### config.mk
export PLATFORM = sky130hd
export DESIGN_NAME = spi_frame_bank
export DESIGN_NICKNAME = d
export VERILOG_FILES = /design/src/rtl/spi_frame_bank.sv
export SDC_FILE = /design/constraint.sdc
export NUM_CORES = 1
export LEC_CHECK = 0
export CORE_ASPECT_RATIO = 1.2
export CORE_UTILIZATION = 30
export CTS_CLUSTER_SIZE = 20
export DETAILED_ROUTE_END_ITERATION = 16
export SLEW_MARGIN = 10
export SYNTH_ARGS = -nofsm -noshare
export SYNTH_HDL_FRONTEND = slang
export SYNTH_SLANG_ARGS = --single-unit
### constraint.sdc
create_clock -name clk -period 3.1 [get_ports clk]
set_input_delay 0.465 -clock clk [delete_from_list [all_inputs] [get_ports clk]]
set_output_delay 0.465 -clock clk [all_outputs]
set_load 0.05 [all_outputs]
### src/rtl/spi_frame_bank.sv
// spi_frame_bank -- SPI-slave (mode 0) register bank feeding the stepgen,
// watchdog and digital-output logic of the stepper/IO CPLD.
//
// A frame is L = 4*(NCH+2) bytes. Received fields land in shadow registers
// and reach the live outputs only when SSEL rises on a complete, well-formed
// frame. pos/din are snapshotted at SSEL fall and shifted out on MISO.
//
// Optional feature: define SPI_FRAME_CKSUM_EN to also require the XOR of all
// L received bytes to equal 8'hA5 before a frame is accepted.
//
// Ports:
//   clk, rst_n         system clock, asynchronous active-low reset
//   SCK, SSEL, MOSI    SPI pins (asynchronous to clk), SSEL active low
//   MISO               SPI data out, MSB first
//   pos [NCH*PW]       stepgen positions, channel k at [k*PW +: PW]
//   din [IW]           digital inputs
//   vel [NCH*VW]       live velocities, channel k at [k*VW +: VW]
//   dout [OW]          live digital outputs
//   dirtime, steptime  live stepgen timing [TW]
//   spol, tap          step polarity, stepgen tap select
//   wdt_kick           one-clk watchdog enable request
//   frame_ok/err       one-clk pulse per accepted / rejected frame
module spi_frame_bank #(
  parameter int NCH = 4,
  parameter int VW  = 12,
  parameter int PW  = 21,
  parameter int IW  = 16,
  parameter int OW  = 14,
  parameter int TW  = 4
) (
  input  logic              clk,
  input  logic              rst_n,
  input  logic              SCK,
  input  logic              SSEL,
  input  logic              MOSI,
  output logic              MISO,
  input  logic [NCH*PW-1:0] pos,
  input  logic [IW-1:0]     din,
  output logic [NCH*VW-1:0] vel,
  output logic [OW-1:0]     dout,
  output logic [TW-1:0]     dirtime,
  output logic [TW-1:0]     steptime,
  output logic              spol,
  output logic [1:0]        tap,
  output logic              wdt_kick,
  output logic              frame_ok,
  output logic              frame_err
);

  localparam int         L      = 4 * (NCH + 2);
  localparam logic [7:0] B_LEN  = 8'(L);
  localparam logic [7:0] B_DOUT = 8'(4 * NCH + 1);
  localparam logic [7:0] B_TIME = 8'(4 * NCH + 2);
  localparam logic [7:0] B_CTL  = 8'(4 * NCH + 3);
  localparam logic [5:0] W_DIN  = 6'(NCH);
  localparam logic [5:0] W_STAT = 6'(NCH + 1);

  function automatic logic [7:0] sat_inc8(input logic [7:0] v);
    return (v == 8'hFF) ? v : v + 8'd1;
  endfunction

  logic sck_p0, sck_p1, sck_p2;
  logic ssel_p0, ssel_p1, ssel_p2;
  logic mosi_p0, mosi_p1;
  logic sck_rise, ssel_fall, ssel_rise;

  logic       active;
  logic [2:0] bit_cnt;
  logic [7:0] byte_cnt;
  logic [6:0] rx_sr;
  logic [7:0] lo_byte;
  logic [7:0] rx_byte;
  logic       byte_done;

  logic [VW-1:0] vel_sh [NCH];
  logic [VW-1:0] vel_live [NCH];
  logic [OW-1:0] dout_sh;
  logic [TW-1:0] dir_sh, stp_sh;
  logic          spol_sh, wd_sh;
  logic [1:0]    tap_sh;

  logic [7:0]        commit_cnt, err_cnt;
  logic [NCH*PW-1:0] pos_snap;
  logic [IW-1:0]     din_snap;
  logic [31:0]       tx_word;
  logic [7:0]        tx_byte;
  logic              len_ok, cksum_ok, accept, reject;

  // Stage p0/p1: two-flop synchronisers; p2: edge-detect reference.
  // SSEL stages reset low so a reset released mid-frame never sees a fall;
  // only a later rise (ignored while inactive) and then a genuine fall.
  always_ff @(posedge clk or negedge rst_n) begin
    if (!rst_n) begin
      sck_p0  <= 1'b0; sck_p1  <= 1'b0; sck_p2  <= 1'b0;
      ssel_p0 <= 1'b0; ssel_p1 <= 1'b0; ssel_p2 <= 1'b0;
      mosi_p0 <= 1'b0; mosi_p1 <= 1'b0;
    end else begin
      sck_p0  <= SCK;  sck_p1  <= sck_p0;  sck_p2  <= sck_p1;
      ssel_p0 <= SSEL; ssel_p1 <= ssel_p0; ssel_p2 <= ssel_p1;
      mosi_p0 <= MOSI; mosi_p1 <= mosi_p0;
    end
  end

  assign sck_rise  = sck_p1 & ~sck_p2;
  assign ssel_fall = ~ssel_p1 & ssel_p2;
  assign ssel_rise = ssel_p1 & ~ssel_p2;

  // Byte assembly: only complete bytes are counted (saturating at 255).
  assign rx_byte   = {rx_sr, mosi_p1};
  assign byte_done = active & sck_rise & ~ssel_fall & ~ssel_rise & (bit_cnt == 3'd7);

  always_ff @(posedge clk or negedge rst_n) begin
    if (!rst_n) begin
      active   <= 1'b0;
      bit_cnt  <= '0;
      byte_cnt <= '0;
      rx_sr    <= '0;
      lo_byte  <= '0;
    end else if (ssel_fall) begin
      active   <= 1'b1;
      bit_cnt  <= '0;
      byte_cnt <= '0;
    end else if (ssel_rise) begin
      active   <= 1'b0;
    end else if (active && sck_rise) begin
      rx_sr   <= rx_byte[6:0];
      bit_cnt <= bit_cnt + 3'd1;
      if (bit_cnt == 3'd7) begin
        lo_byte  <= rx_byte;
        byte_cnt <= sat_inc8(byte_cnt);
      end
    end
  end

`ifdef SPI_FRAME_CKSUM_EN
  logic [7:0] cksum;
  always_ff @(posedge clk or negedge rst_n) begin
    if (!rst_n)         cksum <= '0;
    else if (ssel_fall) cksum <= '0;
    else if (byte_done) cksum <= cksum ^ rx_byte;
  end
  assign cksum_ok = (cksum == 8'hA5);
`else
  assign cksum_ok = 1'b1;
`endif

  // Shadow stage: each field is written as its last byte completes; the
  // previous byte (lo_byte) supplies the low half of 16-bit fields.
  always_ff @(posedge clk or negedge rst_n) begin
    if (!rst_n) begin
      for (int k = 0; k < NCH; k++) vel_sh[k] <= '0;
      dout_sh <= '0;
      dir_sh  <= '0;
      stp_sh  <= '0;
      spol_sh <= 1'b0;
      wd_sh   <= 1'b0;
      tap_sh  <= '0;
    end else if (byte_done) begin
      for (int k = 0; k < NCH; k++)
        if (byte_cnt == 8'(4 * k + 1)) vel_sh[k] <= VW'({rx_byte, lo_byte});
      if (byte_cnt == B_DOUT) dout_sh <= OW'({rx_byte, lo_byte});
      if (byte_cnt == B_TIME) begin
        spol_sh <= rx_byte[7];
        dir_sh  <= TW'(rx_byte);
      end
      if (byte_cnt == B_CTL) begin
        tap_sh <= rx_byte[7:6];
        wd_sh  <= rx_byte[5];
        stp_sh <= TW'(rx_byte);
      end
    end
  end

  // Commit stage: a partial trailing byte leaves bit_cnt non-zero and fails
  // the length test.
  assign len_ok = (byte_cnt == B_LEN) && (bit_cnt == 3'd0);
  assign accept = active && ssel_rise && len_ok && cksum_ok;
  assign reject = active && ssel_rise && !(len_ok && cksum_ok);

  always_ff @(posedge clk or negedge rst_n) begin
    if (!rst_n) begin
      for (int k = 0; k < NCH; k++) vel_live[k] <= '0;
      dout       <= '0;
      dirtime    <= '0;
      steptime   <= '0;
      spol       <= 1'b0;
      tap        <= '0;
      frame_ok   <= 1'b0;
      frame_err  <= 1'b0;
      wdt_kick   <= 1'b0;
      commit_cnt <= '0;
      err_cnt    <= '0;
    end else begin
      frame_ok  <= accept;
      frame_err <= reject;
      wdt_kick  <= accept & wd_sh;
      if (accept) begin
        for (int k = 0; k < NCH; k++) vel_live[k] <= vel_sh[k];
        dout       <= dout_sh;
        dirtime    <= dir_sh;
        steptime   <= stp_sh;
        spol       <= spol_sh;
        tap        <= tap_sh;
        commit_cnt <= commit_cnt + 8'd1;
      end
      if (reject) err_cnt <= sat_inc8(err_cnt);
    end
  end

  for (genvar g = 0; g < NCH; g++) begin : g_vel
    assign vel[g*VW +: VW] = vel_live[g];
  end

  // Snapshot stage: pos/din frozen at SSEL fall so MISO reads one instant.
  always_ff @(posedge clk or negedge rst_n) begin
    if (!rst_n) begin
      pos_snap <= '0;
      din_snap <= '0;
    end else if (ssel_fall) begin
      pos_snap <= pos;
      din_snap <= din;
    end
  end

  // Transmit stage: byte/bit counters select the outgoing bit directly, so
  // MISO moves one clk after the receive counters advance on SCK rise.
  always_comb begin
    tx_word = '0;
    for (int k = 0; k < NCH; k++)
      if (byte_cnt[7:2] == 6'(k)) tx_word = 32'(pos_snap[k*PW +: PW]);
    if (byte_cnt[7:2] == W_DIN)  tx_word = 32'(din_snap);
    if (byte_cnt[7:2] == W_STAT) tx_word = {16'h0000, err_cnt, commit_cnt};
    tx_byte = tx_word[{byte_cnt[1:0], 3'b000} +: 8];
  end

  always_ff @(posedge clk or negedge rst_n) begin
    if (!rst_n) MISO <= 1'b0;
    else        MISO <= active ? tx_byte[~bit_cnt] : 1'b0;
  end

endmodule

==> impl_results.md <==
- CTS clock-pin slew for the worst setup and hold paths: 0.06 ns
- Placer Congestion: 0.855
- Clk sinks: 302
- Number of I/O pins: 182
- Critical Path Start Type: flop
- Post_cts resized: 0
- Hold Path Class: flop to flop
- Data required, critical path: 3.45 ns
- Sw power: 2.49 mW
- Syn Inst Count: 1,000
- Mean post-synth cell area: 12.7 um2
- First-pass GRT wire length: 48,200 um
- R2R depth: 6
- Max capacitance violation total: 0
- Min-delay src: mosi_p0
- CTS tree: built
- CP Depth: 6
- Most common cell after layout, fill and taps aside: dfrtp_1
- Area growth syn-to-layout: 29.5%
- DRC errors left: 0
- Hold Path Sink: mosi_p1
- Met2 wire length: 14,300 um
- Largest net degree at the start of global routing: 113
- Post-Route WL: 30,400 um
- Post-DRT Antenna Nets: 0
- Net Sw Frac: 24.9%
- DR vias/cell: 4.71
- R2r endpoint: MISO
- Total power: 10.0 mW
- Total power density per cell area: 610 nW/um2
- VDD IR max: 0.397 mV
- Critical path capture point type: flop
- Initial core utilization: 30.4%
- Unique masters post-synth: 50
- Clock share of power: 42.2%
- Top_reg_cell synth: dfrtp_1
- Internal: 7.52 mW
- Grt ovf: 0
- Wirelength per Cell: 17.3 um
- Antenna diodes: 0
- FMAX: 391 MHz
- Slew Limit Fails: 0
- Global-route usage over all layers: 14.3%
- Drt pass-1 iters: 5
- Slew headroom: 46.1%
- Number of cells on the worst hold path: 0
- Initial DRC count: 420
- WL met1: 13,200 um
- Initial antenna violation count: 1
- Port Buffers: 181
- Critical path class: flop to flop
- Slowest cell on crit path: nor4b_2
- Worst r2r src: byte_cnt[5]
- Later-pin clock latency in the skew report: 0.51 ns
- Core region area: 41,700 um2
- Die Span X: 190 um
- Crit-path max cell delay: 0.71 ns
- R2R setup slack: 0.54 ns
- Total negative slack: 0 ns
- Postcts setup bufs: 0
- DR WL met3: 2280 um
- # nets final: 1,299
- Syn_nets: 1,116
- H-tree Lvls: 2
- Tcrit/Tclk final: 82.6%
- CP Buf/Inv Count: 0
- Skew final: 0.0150 ns
- Root Buffer: clkbuf_16
- Die height: 227 um
- Flop pwr share: 45.0%
- RSZ-0062 raised after global routing: no
- Post-synth EDFFs: 0
- Top Family by Delay on Critical Path: simple AND/OR/NAND/NOR gates
- Top routing layer in use: met5
- Leakage: 7.55 nW
- Layout cells sized above 1: 25.7%
- Critical Path AT: 2.91 ns
- Die area: 43,100 um2
- Via count: 8,269
- Vias in the first global route: 8,346
- Rows: 82
- Synth warn: 0
- Synth Cell Area: 12,700 um2
- Tmin final: 2.56 ns
- Sequential share of the synthesized area: 59.7%
- CP Max Fanout: 7
- Worst slew pin tran: 0.809 ns
- CP Cell Sequence: nor4b_2 -> nand3_1 -> o221ai_1 -> nand2_1 -> o311a_1 -> a221oi_1
- Synthesized flop and latch total: 302
- Gate power share: 12.8%
- Clk buf depth: 3
- Hold_buf cts: 1
- Asr flop ratio synth: 100%
- Final count of negative-setup-slack endpoints: 0
- Final Hold Viols: 0
- HPWL after DPL: 21,000 um
- Outcome: finished, final reports clean
- Most frequent cells in the layout: 301 x dfrtp_1, 251 x nand2_1, 197 x mux2_2, 180 x clkdlybuf4s50_1, 36 x clkbuf_16
- Num CTS Buffers: 35
[power groups by stage]
stage / sequential (mW) / combinational [mW] / clock, mW
after floorplan: 4.41 / 0.865 / 0
after global placement: 4.56 / 1.28 / 0
after detailed placement: 4.58 / 1.30 / 0
after CTS: 4.51 / 1.30 / 4.34
after global routing: 4.55 / 1.40 / 4.49
final: 4.50 / 1.28 / 4.22
[worst reg2reg max path, cell delays in order (launching register included)]
cell	delay (ns)
dfrtp_1	0.47
nor4b_2	0.71
nand3_1	0.23
o221ai_1	0.23
nand2_1	0.09
o311a_1	0.30
a221oi_1	0.38
[synth_stat cells, types with 2 or more instances]
master    number  area (um2)
dfrtp_1      302        7560
nand3b_1       2        15.0
and3_1         4        25.0
buf_1          4        15.0
nand2_1      251         942
nor2_1        14        52.6
nor3_1        11        55.1
mux4_2        22         495
nand2b_1       2        12.5
a22oi_1        4        30.0
xor2_1         4        35.0
a211oi_1       2        15.0
nor3b_1        2        15.0
clkbuf_1      26        97.6
o31ai_1        2        15.0
xnor2_1       12         105
nand4_1        7        43.8
nand3_1       16        80.1
nor2b_1        5        31.3
mux2_2       197        2220
o311a_1        2        20.0
a31oi_1        2        12.5
o21bai_1       2        15.0
o21ai_0       13        65.1
a32oi_1        2        17.5
o221ai_1       3        26.3
inv_1          8        30.0
nor4_1         4        25.0
buf_4          6        45.0
a21oi_1       10        50.1
o22ai_1        2        12.5
ha_1          11         138
mux2i_1        9        90.1
buf_2         20         100
a221oi_1       2        17.5
[metrics by stage]
| step | instances | cell area (um2) | util (%) | setup WS [ns] | hold WS [ns] |
|---|---|---|---|---|---|
| floorplan | 1000 | 12700 | - | 0.633 | 0.169 |
| global placement | 1691 | 15200 | 36.4 | 0.607 | 0.336 |
| detailed placement | 1691 | 15200 | 36.4 | 0.555 | 0.337 |
| CTS | 1755 | 16400 | 39.4 | 0.556 | 0.350 |
| global route | 1755 | 16400 | 39.4 | 0.433 | 0.359 |
| finish | 1755 | 16400 | 39.4 | 0.541 | 0.347 |
[worst max path at each step]
stage                startpoint          to  slack, ns
global placement    byte_cnt[5]  dout_sh[5]       0.61
detailed placement  byte_cnt[5]  dout_sh[7]       0.55
finish              byte_cnt[5]        MISO       0.54
CTS                 byte_cnt[5]  dout_sh[7]       0.56
floorplan           byte_cnt[1]  err_cnt[5]       0.63
global route        byte_cnt[6]  dout_sh[7]       0.43
[kinds of logic after synthesis]
group                      share of synthesized area [%]
muxes                                               22.1
AOI/OAI and AO/OA                                   2.61
buffers and inverters                               2.30
adders and majority gates                           1.09
xor gates and xnor gates                            1.11
and+or+nand+nor                                     11.1
DFF                                                 59.7
[state kept, by name, indices dropped and copies added (netlist names), 4 cells and up]
| name | flops |
|---|---|
| err_cnt | 8 |
| vel | 48 |
| dir_sh | 4 |
| din_snap | 16 |
| byte_cnt | 8 |
| stp_sh | 4 |
| steptime | 4 |
| dout_sh | 14 |
| dout | 14 |
| pos_snap | 84 |
| vel_sh | 48 |
| lo_byte | 8 |
| rx_sr | 7 |
| commit_cnt | 8 |
| dirtime | 4 |
[metal layers]
metal,vias to the layer above,global-route usage (%)
li1,3820,-
met1,4122,18.3
met2,271,23.6
met3,54,4.21
met4,2,3.77
met5,-,0
[final cells by class]
class | instances | area [um2]
Timing Repair Buffer | 202 | 2050
Tap cell | 546 | 683
Sequential cell | 302 | 7560
Inverter | 9 | 33.8
Clock inverter | 8 | 105
Multi-Input combinational cell | 633 | 4860
Clock buffer | 55 | 1110
Fill cell | 4012 | 25200
Power figures use the tool's default switching activity.
